--- src/rtl/warmboot_pkg.sv ---
// Shared types and constants for the warm-boot control stage.
package warmboot_pkg;
  typedef enum logic [2:0] {IDLE, HELD, CONFIRM, ARM, BOOT} state_t;
  typedef logic [1:0] image_t;
  localparam int NUM_IMAGES = 4;
endpackage

--- src/rtl/btn_debounce.sv ---
// Button synchronizer and debouncer: active-low raw input in, debounced
// pressed level and a one-cycle press pulse out.
module btn_debounce #(
  parameter int LOG2DEBOUNCE = 16
) (
  input  logic clk,
  input  logic rst,
  input  logic btn_n,
  output logic pressed,
  output logic press
);
  logic sync0_n, sync1_n, db_n;
  logic [LOG2DEBOUNCE-1:0] cnt;

  always_ff @(posedge clk or posedge rst) begin
    if (rst) begin
      sync0_n <= 1'b1;
      sync1_n <= 1'b1;
      db_n    <= 1'b1;
      cnt     <= '0;
      press   <= 1'b0;
    end else begin
      sync0_n <= btn_n;
      sync1_n <= sync0_n;
      press   <= 1'b0;
      // any cycle agreeing with the current level restarts the window
      if (sync1_n != db_n) begin
        if (cnt == '1) begin
          db_n  <= sync1_n;
          cnt   <= '0;
          press <= ~sync1_n;
        end else begin
          cnt <= cnt + 1'b1;
        end
      end else begin
        cnt <= '0;
      end
    end
  end

  assign pressed = ~db_n;
endmodule

--- src/rtl/warmboot_ctrl.sv ---
// Warm-boot sequencer in front of SB_WARMBOOT. Optional confirm step for
// long presses is enabled with `define WARMBOOT_CONFIRM_EN.
module warmboot_ctrl
  import warmboot_pkg::*;
#(
  parameter int LOG2DEBOUNCE      = 16,
  parameter int LONG_PRESS_CYCLES = 12000000,
  parameter int SETUP_CYCLES      = 4,
  parameter int LOG2CONFIRM       = 24
) (
  input  logic       clk,
  input  logic       rst,
  input  logic       btn_n,
  input  logic       req,
  input  logic [1:0] req_image,
  output logic       boot,
  output logic       s1,
  output logic       s0,
  output logic [1:0] image_sel,
  output logic       busy
);
  localparam int HW = $clog2(LONG_PRESS_CYCLES + 1);
  localparam int SW = $clog2(SETUP_CYCLES + 1);

  if (LONG_PRESS_CYCLES < 1 || SETUP_CYCLES < 1 || LOG2CONFIRM < 1) begin : g_bad_param
    $error("warmboot_ctrl: LONG_PRESS_CYCLES, SETUP_CYCLES and LOG2CONFIRM must be >= 1");
  end

  state_t         state, state_nx;
  image_t         target, target_nx, image_nx;
  logic [HW-1:0]  hold_cnt;
  logic [SW-1:0]  setup_cnt;
  logic           pressed, press, hold_long, active_nx;

  btn_debounce #(.LOG2DEBOUNCE(LOG2DEBOUNCE)) u_db (
    .clk(clk), .rst(rst), .btn_n(btn_n), .pressed(pressed), .press(press)
  );

  assign hold_long = (hold_cnt == HW'(LONG_PRESS_CYCLES));

`ifdef WARMBOOT_CONFIRM_EN
  logic [LOG2CONFIRM-1:0] conf_cnt;
  logic press2, conf_expired, conf_ok;
  // any press seen here necessarily follows a release of the arming press
  assign conf_expired = (conf_cnt == '1);
  assign conf_ok      = press2 && (!pressed || hold_long);

  always_ff @(posedge clk or posedge rst) begin
    if (rst) begin
      conf_cnt <= '0;
      press2   <= 1'b0;
    end else if (state != CONFIRM) begin
      conf_cnt <= '0;
      press2   <= 1'b0;
    end else begin
      conf_cnt <= conf_cnt + 1'b1;
      if (press) press2 <= 1'b1;
    end
  end
`endif

  always_comb begin
    state_nx  = state;
    target_nx = target;
    image_nx  = image_sel;
    case (state)
      IDLE: begin
        if (req) begin
          target_nx = req_image;
          state_nx  = ARM;
        end else if (press) begin
          state_nx = HELD;
        end
      end
      HELD: begin
        if (req) begin
          target_nx = req_image;
          state_nx  = ARM;
        end else if (hold_long) begin
          target_nx = image_sel;
`ifdef WARMBOOT_CONFIRM_EN
          state_nx  = CONFIRM;
`else
          state_nx  = ARM;
`endif
        end else if (!pressed) begin
          image_nx = image_t'((int'(image_sel) + 1) % NUM_IMAGES);
          state_nx = IDLE;
        end
      end
`ifdef WARMBOOT_CONFIRM_EN
      CONFIRM: begin
        if (req) begin
          target_nx = req_image;
          state_nx  = ARM;
        end else if (conf_ok) begin
          state_nx = ARM;
        end else if (conf_expired) begin
          state_nx = IDLE;
        end
      end
`endif
      ARM:     if (setup_cnt == SW'(SETUP_CYCLES - 1)) state_nx = BOOT;
      BOOT:    state_nx = BOOT;
      default: state_nx = IDLE;
    endcase
  end

  assign active_nx = (state_nx == ARM) || (state_nx == BOOT);

  // outputs are registered from next-state so they line up with the state
  always_ff @(posedge clk or posedge rst) begin
    if (rst) begin
      state     <= IDLE;
      target    <= '0;
      image_sel <= '0;
      hold_cnt  <= '0;
      setup_cnt <= '0;
      boot      <= 1'b0;
      s1        <= 1'b0;
      s0        <= 1'b0;
      busy      <= 1'b0;
    end else begin
      state     <= state_nx;
      target    <= target_nx;
      image_sel <= image_nx;
      if (press)                       hold_cnt <= '0;
      else if (pressed && !hold_long)  hold_cnt <= hold_cnt + 1'b1;
      setup_cnt <= (state == ARM) ? setup_cnt + 1'b1 : '0;
      boot      <= (state_nx == BOOT);
      busy      <= active_nx;
      s1        <= active_nx & target_nx[1];
      s0        <= active_nx & target_nx[0];
    end
  end
endmodule

--- config.mk ---
export PLATFORM = sky130hd
export DESIGN_NAME = warmboot_ctrl
export DESIGN_NICKNAME = d
export VERILOG_FILES = /design/src/rtl/warmboot_pkg.sv /design/src/rtl/btn_debounce.sv /design/src/rtl/warmboot_ctrl.sv
export SDC_FILE = /design/constraint.sdc
export NUM_CORES = 1
export LEC_CHECK = 0
export BUFFER_PORTS_ARGS = -buffer_cell sky130_fd_sc_hd__buf_2
export CAP_MARGIN = 10
export CELL_PAD_IN_SITES_DETAIL_PLACEMENT = 1
export CELL_PAD_IN_SITES_GLOBAL_PLACEMENT = 1
export CORE_ASPECT_RATIO = 0.8
export CORE_UTILIZATION = 52
export DETAILED_ROUTE_END_ITERATION = 8
export PLACE_DENSITY = 0.93
export SLEW_MARGIN = 20
export SYNTH_ARGS = -nofsm -noshare
export SYNTH_HDL_FRONTEND = slang
export SYNTH_SLANG_ARGS = --single-unit
export TNS_END_PERCENT = 1
--- constraint.sdc ---
create_clock -name clk -period 2.8 [get_ports clk]
set_input_delay 0.56 -clock clk [delete_from_list [all_inputs] [get_ports clk]]
set_output_delay 0.56 -clock clk [all_outputs]
set_load 0.05 [all_outputs]
# After elaboration in Yosys (flattened, before gate mapping)
# Cells that the tools add are included.
[totals] out_inout_bits=6 inputBits=6 word_cells=58 regBits=58
[op_classes] bitwise_logic=6 n_reduce_logical=7 n_addsub=4 muxes=18 eq_ne=9
[op_table] operator="two-way mux 24 bit" n=2
[op_table] operator="two-way mux 16 bit" n=2
[op_table] operator="adder 24 x 1 -> 24 bit (second input constant)" n=1
[op_table] operator="== test 24 bit (second input constant)" n=1
[op_table] operator="two-way mux 3 bit" n=7
[op_table] operator="adder 16 x 1 -> 16 bit (second input constant)" n=1
[op_table] operator="== test 16 bit (second input constant)" n=1
[op_table] operator="case mux 3 bit (4 select lines)" n=1
[op_table] operator="== test 3 x 2 -> 1 bit (second input constant)" n=3
[op_table] operator="== test 3 bit (second input constant)" n=2
[op_table] operator="two-way mux 2 bit" n=3
[op_table] operator="NOT 1 bit" n=4
[op_table] operator="case mux 2 bit (2 select lines)" n=1
[op_table] operator="AND reduction 4 bit" n=1
[op_table] operator="adder 3 x 1 -> 3 bit (second input constant)" n=1
[op_table] operator="== test 3 x 1 -> 1 bit (second input constant)" n=1
[op_table] operator="logical NOT 3 bit" n=1
[op_table] operator="adder 2 x 1 -> 2 bit (second input constant)" n=1
[op_table] operator="AND 1 bit" n=2
[op_table] operator="two-way mux 1 bit" n=2
[op_table] operator="AND reduction 2 bit" n=1
[op_table] operator="nonzero test 2 bit" n=1
[op_table] operator="logical AND 1 bit" n=1
[op_table] operator="logical NOT 1 bit" n=1
[op_table] operator="other kinds (2)" n=2

# Depth between registers and ports, before layout
# Gate-level depths: netlist of run 1.
[logic_depth] word_depth=7 depth_mapped=8 mapped_depth_nobuf=7

# Cells and area by module
# A second synthesis of run 1 with hierarchy kept.
[hier_totals] cells_unflattened=296 area_unflattened_um2=2905.3
[modules_own_cells] module="warmboot_ctrl" instances=1 seq_area_each_um2=950.9 area_each_um2=1961.9 cells_each=207
[modules_own_cells] module="btn_debounce" instances=1 seq_area_each_um2=504.2 area_each_um2=943.4 cells_each=89

# Worst setup path after synthesis of run 1
# OpenSTA, ideal clock, no wires.
[synth_path] path_type="reg2reg" startpoint="register hold_cnt[0]" endpoint="register s0" setup_ps=129 path_stages_with_launch=9 path_slack_ps=912 t_arrival_ps=1759 required_ps=2671 path_cell_list="dfrtp_1 -> inv_1 -> ha_1 -> nand4bb_1 -> nor2_1 -> clkbuf_1 -> a311oi_1 -> a211oi_1 -> nor2_1"
[synth_between] elab_chain_len=7
[synth_lines] item="from (decl)" line="warmboot_ctrl.sv:31" text="logic [HW-1:0] hold_cnt;"
[synth_lines] item="from (signal assigned)" line="warmboot_ctrl.sv:128" text="else if (pressed && !hold_long) hold_cnt <= hold_cnt + 1'b1;"
[synth_lines] item="== test 24 bit (*)" line="warmboot_ctrl.sv:39" text="assign hold_long = (hold_cnt == HW'(LONG_PRESS_CYCLES));"
[synth_lines] item="two-way mux 3 bit" line="warmboot_ctrl.sv:79" text="end else if (hold_long) begin"
[synth_lines] item="two-way mux 3 bit" line="warmboot_ctrl.sv:76" text="if (req) begin"
[synth_lines] item="case mux 3 bit (4 select lines)" line="warmboot_ctrl.sv:66" text="case (state)"
[synth_lines] item="== test 3 x 2 -> 1 bit / == test 3 bit (equally long branches)" line="warmboot_ctrl.sv:109" text="assign active_nx = (state_nx == ARM) || (state_nx == BOOT);"
[synth_lines] item="logical OR 1 bit" line="warmboot_ctrl.sv:109"
[synth_lines] item="AND 1 bit (*)" line="warmboot_ctrl.sv:133" text="s0 <= active_nx & target_nx[0];"
[synth_lines] item="to (signal assigned)" line="warmboot_ctrl.sv:133"
[synth_lines] item="to (decl)" line="warmboot_ctrl.sv:18" text="output logic s0,"
# Every way passes the cells marked *; elsewhere a longest branch is shown, timed or not.
# A chain may end at the register's enable or synchronous reset.

# Worst setup path after layout of run 1
[layout_path] startpoint="register hold_cnt[10]" endpoint="register hold_cnt[21]"
[layout_between] elab_chain_len=4
[layout_lines] item="branches (longest 4 deep; another with adder 24 x 1 -> 24 bit)"
# Parallel ways; which one is timed is not known. The select of a mux whose other input is x is not followed.

==> run metrics, run 1 <==
layout net count=332; IO Port Bufs=11; Synth Net Count=316; Critical Path Start=hold_cnt[10]; Switching Share=0.335; number of flops mapped to enable cells by yosys=0; Global Route Usage Sum=0.276; Root Driver=clkbuf_8; HP Class=input pin to asynchronous set/reset pin; fraction of layout cells with a size suffix above 1=0.138; Combinational Power Share=0.167; Crit Path Category=register to register; reg2reg setup slack=0.65 ns; # diodes=0; grt ovf=0; post-route ant nets=0; core area=0.00547 sq mm; minimum clock period=2.15 ns; largest family of logic cells by synthesized area=simple AND/OR/NAND/NOR gates; Compound-Gate Fraction of Synth Area=0.0936; endpoints failing setup=0; Initial Util=0.543; overall routed net length=7.16 mm; io pins=12; drt initial violations=126; Worst setup EP type=register; Critical Path RT=3.03 ns; status=finished clean; total number of vias=2,349; routability cong.=0.831; first-pass GRT wire length=12.4 mm; hold violation count in the final report=0; RSZ-0062 raised after global routing=false; CTS Sinks=58; Inst Count DP=388; CP endpoint=hold_cnt[21]; Max-Cap Viols=0; cell internal pwr=1.36 mW; Non-Filler Instances=404; DRT Pass-1 Iters=4; YS warnings=0; Post-route DRC=0; Net Sw Power=0.688 mW; row cnt=24; Clk pwr share=0.359; slew margin rel.=0.477; CTS Buf Count=9; R2R cell count=5; maximum vdd drop=0.336 mV; PD cells=622 mW/mm^2; Post-Synthesis Cell Area=0.00297 sq mm; Async SR Flop Fraction=1.00; Worst R2R Start=hold_cnt[10]; Post-CTS Setup Bufs=0; DP HPWL=4.76 mm; worst flop-to-flop path endpoint=hold_cnt[21]; synthesized flop and latch total=58; largest net degree at the start of global routing=24; clock buffer depth=2; Max FO, Critical Path=7; CTS tree=done; Least-Margin Pin Slew=0.778 ns; WL/cell=17.7 um; Die Width=86.4 um; die height=69.6 um; Area Growth Syn to Fin=11.2%; Post-Synth Adder-Cell Area=0.0211; initial antenna violation count=0; vias in the first global route=2,553; H-tree levels=3; Die Area=0.00601 sq mm; commonest non-fill, non-tap cell in the layout=nor2_1; CTS Hold Bufs=0; leakage power total=1.40 nW; final slew viol count=0; clk_lat worst skew=0.36 ns; CTS clock-pin slew for the worst setup and hold paths=0.08 ns; post-synthesis mux area share=0.0143; arrival time worst endpoint=2.38 ns; aggregate negative setup slack=0 ns; Clock Skew=0.0129 ns; Main synth FF type=dfrtp_1; count of distinct cell types in the synthesized netlist=49; fmax=465 MHz; post-cts resize count=0; Post-Synth Simple-Gate Area=0.243; register area share after synthesis=0.491; Mapped Avg Cell Area=9.73 sq um; final worst path period share=0.768; Post-Synth XOR/XNOR Area=0.103; Post-Syn Instances=305; most frequent cells in the layout=nor2_1 (56), dfrtp_1 (55), nand2_1 (25); Critical Path Start Type=register; Sequential Power Share=0.474; vias per inst=5.81
-- synth_stat cells, types with 4 or more instances --
cell type | number | share of area
nor2_1 | 56 | 0.071
dfrtp_1 | 55 | 0.46
nand2_1 | 25 | 0.032
xnor2_1 | 21 | 0.062
inv_1 | 15 | 0.019
xor2_1 | 14 | 0.041
nand3_1 | 12 | 0.020
a21oi_1 | 8 | 0.013
clkbuf_1 | 8 | 0.010
nand4_1 | 8 | 0.017
o21ai_0 | 6 | 0.010
and3_1 | 5 | 0.011
ha_1 | 5 | 0.021
nor3_1 | 5 | 0.0084
nor4b_1 | 5 | 0.015
a211oi_1 | 4 | 0.010
nand2b_1 | 4 | 0.0084
nor4_1 | 4 | 0.0084
-- power groups by stage --
| stage | combinational [mW] | clock, mW | sequential, mW |
|---|---|---|---|
| 3_5_place_dp | 0.337 | 0 | 0.983 |
| 6_report | 0.343 | 0.736 | 0.972 |
| 4_1_cts | 0.345 | 0.749 | 0.970 |
| 5_1_grt | 0.383 | 0.776 | 0.984 |
| 2_1_floorplan | 0.198 | 0 | 1.03 |
| 3_3_place_gp | 0.317 | 0 | 0.979 |
-- state kept, by name (all words and copies together) (netlist names) --
signal / count
u_db.cnt: 16
hold_cnt: 24
image_sel: 2
s0: 1
u_db.sync0_n: 1
target: 2
s1: 1
boot: 1
state: 3
setup_cnt: 3
u_db.db_n: 1
u_db.press: 1
u_db.sync1_n: 1
busy: 1
-- worst min-delay path by stage --
| stage | slack (ns) | end | start |
|---|---|---|---|
| 2_1_floorplan | 0.35 | u_db.sync1_n | u_db.sync0_n |
| 3_5_place_dp | 0.35 | u_db.sync1_n | u_db.sync0_n |
| 5_1_grt | 0.26 | setup_cnt[2] | rst |
| 6_report | 0.20 | u_db.cnt[7] | rst |
| 4_1_cts | 0.21 | u_db.cnt[11] | rst |
| 3_3_place_gp | 0.35 | u_db.sync1_n | u_db.sync0_n |
-- worst max-delay path: stages (launching register included) --
cell and delay [ns]:
dfrtp_1 0.48, nand4_1 0.31, nor4_1 0.77, nand3_1 0.22, xor2_1 0.19, nor2_1 0.06
-- metal layers --
metal  GRT usage  vias to the layer above  share of wire
li1            -                     1074              -
met1       0.362                     1184           0.44
met2       0.435                       69           0.48
met3      0.0762                       22          0.051
met4       0.111                        0          0.023
met5           0                        -              0
-- layout make-up --
class	count	area, sq um
Clock inverter	6	48.8
Multi-Input combinational cell	221	1410
Clock buffer	10	138
Fill cell	642	2170
Sequential cell	58	1460
Timing Repair Buffer	16	92.6
Tap cell	78	97.6
Inverter	15	56.3
-- per-stage QoR --
step | total power, mW | hold slack (ns) | util | area, sq um | setup WS, ns
detailed placement | 1.32 | 0.350 | 0.570 | 3110 | 0.654
CTS | 2.06 | 0.213 | 0.604 | 3300 | 0.654
global route | 2.14 | 0.262 | 0.604 | 3300 | 0.502
floorplan | 1.23 | 0.345 | - | 2970 | 0.817
finish | 2.05 | 0.204 | 0.604 | 3300 | 0.651
global placement | 1.30 | 0.346 | 0.570 | 3110 | 0.777
-- kinds of logic (layout without fill, tap and decap cells) --
kind of cell | count (synthesis) | count (layout)
fa+ha+maj | 5 | 5
mux | 4 | 4
xor+xnor | 35 | 35
buf+inv | 26 | 47
compound gates | 33 | 33
simple gates | 144 | 144
flops | 58 | 58
Note: power is estimated with default switching activity, not from simulation.
==> run 2, diff against run 1 <==
--- a/config.mk
+++ b/config.mk
@@ -10,9 +10,9 @@
 export CELL_PAD_IN_SITES_DETAIL_PLACEMENT = 1
 export CELL_PAD_IN_SITES_GLOBAL_PLACEMENT = 1
 export CORE_ASPECT_RATIO = 0.8
-export CORE_UTILIZATION = 52
+export CORE_UTILIZATION = 48
 export DETAILED_ROUTE_END_ITERATION = 8
-export PLACE_DENSITY = 0.93
+export PLACE_DENSITY = 0.88
 export SLEW_MARGIN = 20
 export SYNTH_ARGS = -nofsm -noshare
 export SYNTH_HDL_FRONTEND = slang
==> constraint.sdc (replaced) <==
create_clock -name clk -period 2 [get_ports clk]
set_input_delay 0.4 -clock clk [delete_from_list [all_inputs] [get_ports clk]]
set_output_delay 0.4 -clock clk [all_outputs]
set_load 0.05 [all_outputs]
==> run metrics, run 2 (synthesis results as in run 1) <==
WP buf/inv=0; Crit-path slowest cell=or4_4; Top Layer Used=met4; length of routed wiring on met1=3.61 mm; Max-Cap Viols=0; RSZ-0062 raised after global routing=true; biggest regs=hold_cnt: 24 flops, u_db.cnt: 16 flops; Global Route Usage Sum=0.279; post-route ant nets=0; HP Class=input pin to asynchronous set/reset pin; R2R cell count=5; vias per inst=5.87; Non-Filler Instances=420; pre-CTS setup slack=0.0190 ns; WL/cell=20.0 um; minimum clock period=1.99 ns; first-pass GRT wire length=13.7 mm; maximum vdd drop=0.537 mV; max reg flops=24; CTS Buf Count=9; endpoints failing setup=0; clk_lat worst skew=0.35 ns; Area Growth Syn to Fin=18.3%; Die Area=0.00650 sq mm; Critical Path Start Type=register; core area=0.00594 sq mm; Critical Path RT=2.20 ns; fmax=502 MHz; total number of vias=2,467; Initial Util=0.499; Worst R2R Start=hold_cnt[5]; routability cong.=0.856; Largest Register=hold_cnt; fraction of layout cells with a size suffix above 1=0.192; Post-route DRC=0; commonest non-fill, non-tap cell in the layout=nor2_1; CP delay by family, top=simple AND/OR/NAND/NOR gates; # diodes=0; leakage power total=1.49 nW; H-tree levels=3; final setup margin=0.00813 ns; met3 WL post-DR=450 um; Die Width=89.9 um; Critical Path, Cell by Cell=nand4_4, or4_4, a2111oi_4, xnor2_1, nor2_1; Final Util=0.590; layout net count=345; PD cells=878 mW/mm^2; Post-DP Area=0.00324 sq mm; arrival time worst endpoint=2.20 ns; Crit Path Category=register to register; most frequent cells in the layout=nor2_1 (54), dfrtp_1 (51), nand2_1 (25); DP HPWL=5.11 mm; drt initial violations=201; reg2reg setup slack=0.008 ns; CTS clock-pin slew for the worst setup and hold paths=0.07 ns; vias in the first global route=2,572; Clock Skew=0.0145 ns; Least-Margin Pin Slew=0.638 ns; IO Port Bufs=11; DRT Pass-1 Iters=4; row cnt=25; initial antenna violation count=0; largest net degree at the start of global routing=59; CTS tree=done; worst flop-to-flop path endpoint=hold_cnt[14]; grt ovf=0; clock buffer depth=2; CTS Hold Bufs=0; Final Cell Area=0.00351 sq mm; CTS Sinks=58; hold violation count in the final report=0; overall routed net length=8.40 mm; Worst setup EP type=register; Max FO, Critical Path=6; slew margin rel.=0.575; final worst path period share=0.996; status=finished clean; Crit path largest cell delay=0.63 ns; Inst Count DP=402; io pins=12; Root Driver=clkbuf_8; die height=72.3 um; met2 WL=4.12 mm; final slew viol count=0
[run 2: changes by cell type in the layout (fill, tap and decap cells not counted), sizes merged]
cell / change
clkinv: +2
buf: +13
clkbuf: +1
clkinvlp: -2
bufinv: +2
inv: -3
[run 2: worst min-delay path: cells and delay by family]
| kind | cells | cell delay (ns) |
|---|---|---|
| buffers and inverters | 3 | 0.43 |
[run 2: routing by layer]
| metal | track usage | up-vias |
|---|---|---|
| li1 | - | 1104 |
| met1 | 0.362 | 1268 |
| met2 | 0.450 | 71 |
| met3 | 0.0765 | 24 |
| met4 | 0.118 | 0 |
| met5 | 0 | - |
[run 2: how the worst max path moves through the flow]
stage,startpoint,endpoint,slack (ns),depth (start not counted)
after CTS,hold_cnt[7],hold_cnt[14],0.01,5
after floorplan,hold_cnt[0],s0,0.11,8
after global routing,hold_cnt[10],hold_cnt[17],-0.06,5
after global placement,hold_cnt[5],hold_cnt[16],0.1,5
final,hold_cnt[5],hold_cnt[14],0.008,5
after detailed placement,hold_cnt[5],hold_cnt[16],0.02,5
[run 2: metrics by stage]
stage	hold WS (ns)	TNS (ns)	total power, mW
after floorplan	0.345	0	1.72
after global placement	0.360	0	1.82
after detailed placement	0.362	0	1.86
after CTS	0.104	0	3.10
after global routing	0.124	-0.315	3.20
final	0.0897	0	3.08
[run 2: final cells by class]
| cell class | instances | area (sq um) |
|---|---|---|
| multi-input cells | 221 | 1440 |
| flip-flops and latches | 58 | 1460 |
| fillers | 683 | 2430 |
| repair buffers | 29 | 228 |
| clock inverters | 5 | 77.6 |
| well taps | 81 | 101 |
| clock buffers | 11 | 141 |
| inverters | 15 | 56.3 |
[run 2: timing repair]
| action | 4_1_cts | 5_1_grt |
|---|---|---|
| resized for setup | 1 | 9 |
| pin swaps | 2 | 4 |
| endpoints found under the setup margin | 3 | 13 |
| setup buffers | 2 | 0 |
[run 2: power breakdown]
group          switching, mW  leakage [nW]  internal (mW)  total [mW]
Combinational          0.347         0.623          0.149       0.496
Clock                  0.494         0.109          0.731        1.23
Sequential            0.0898         0.761           1.27        1.36
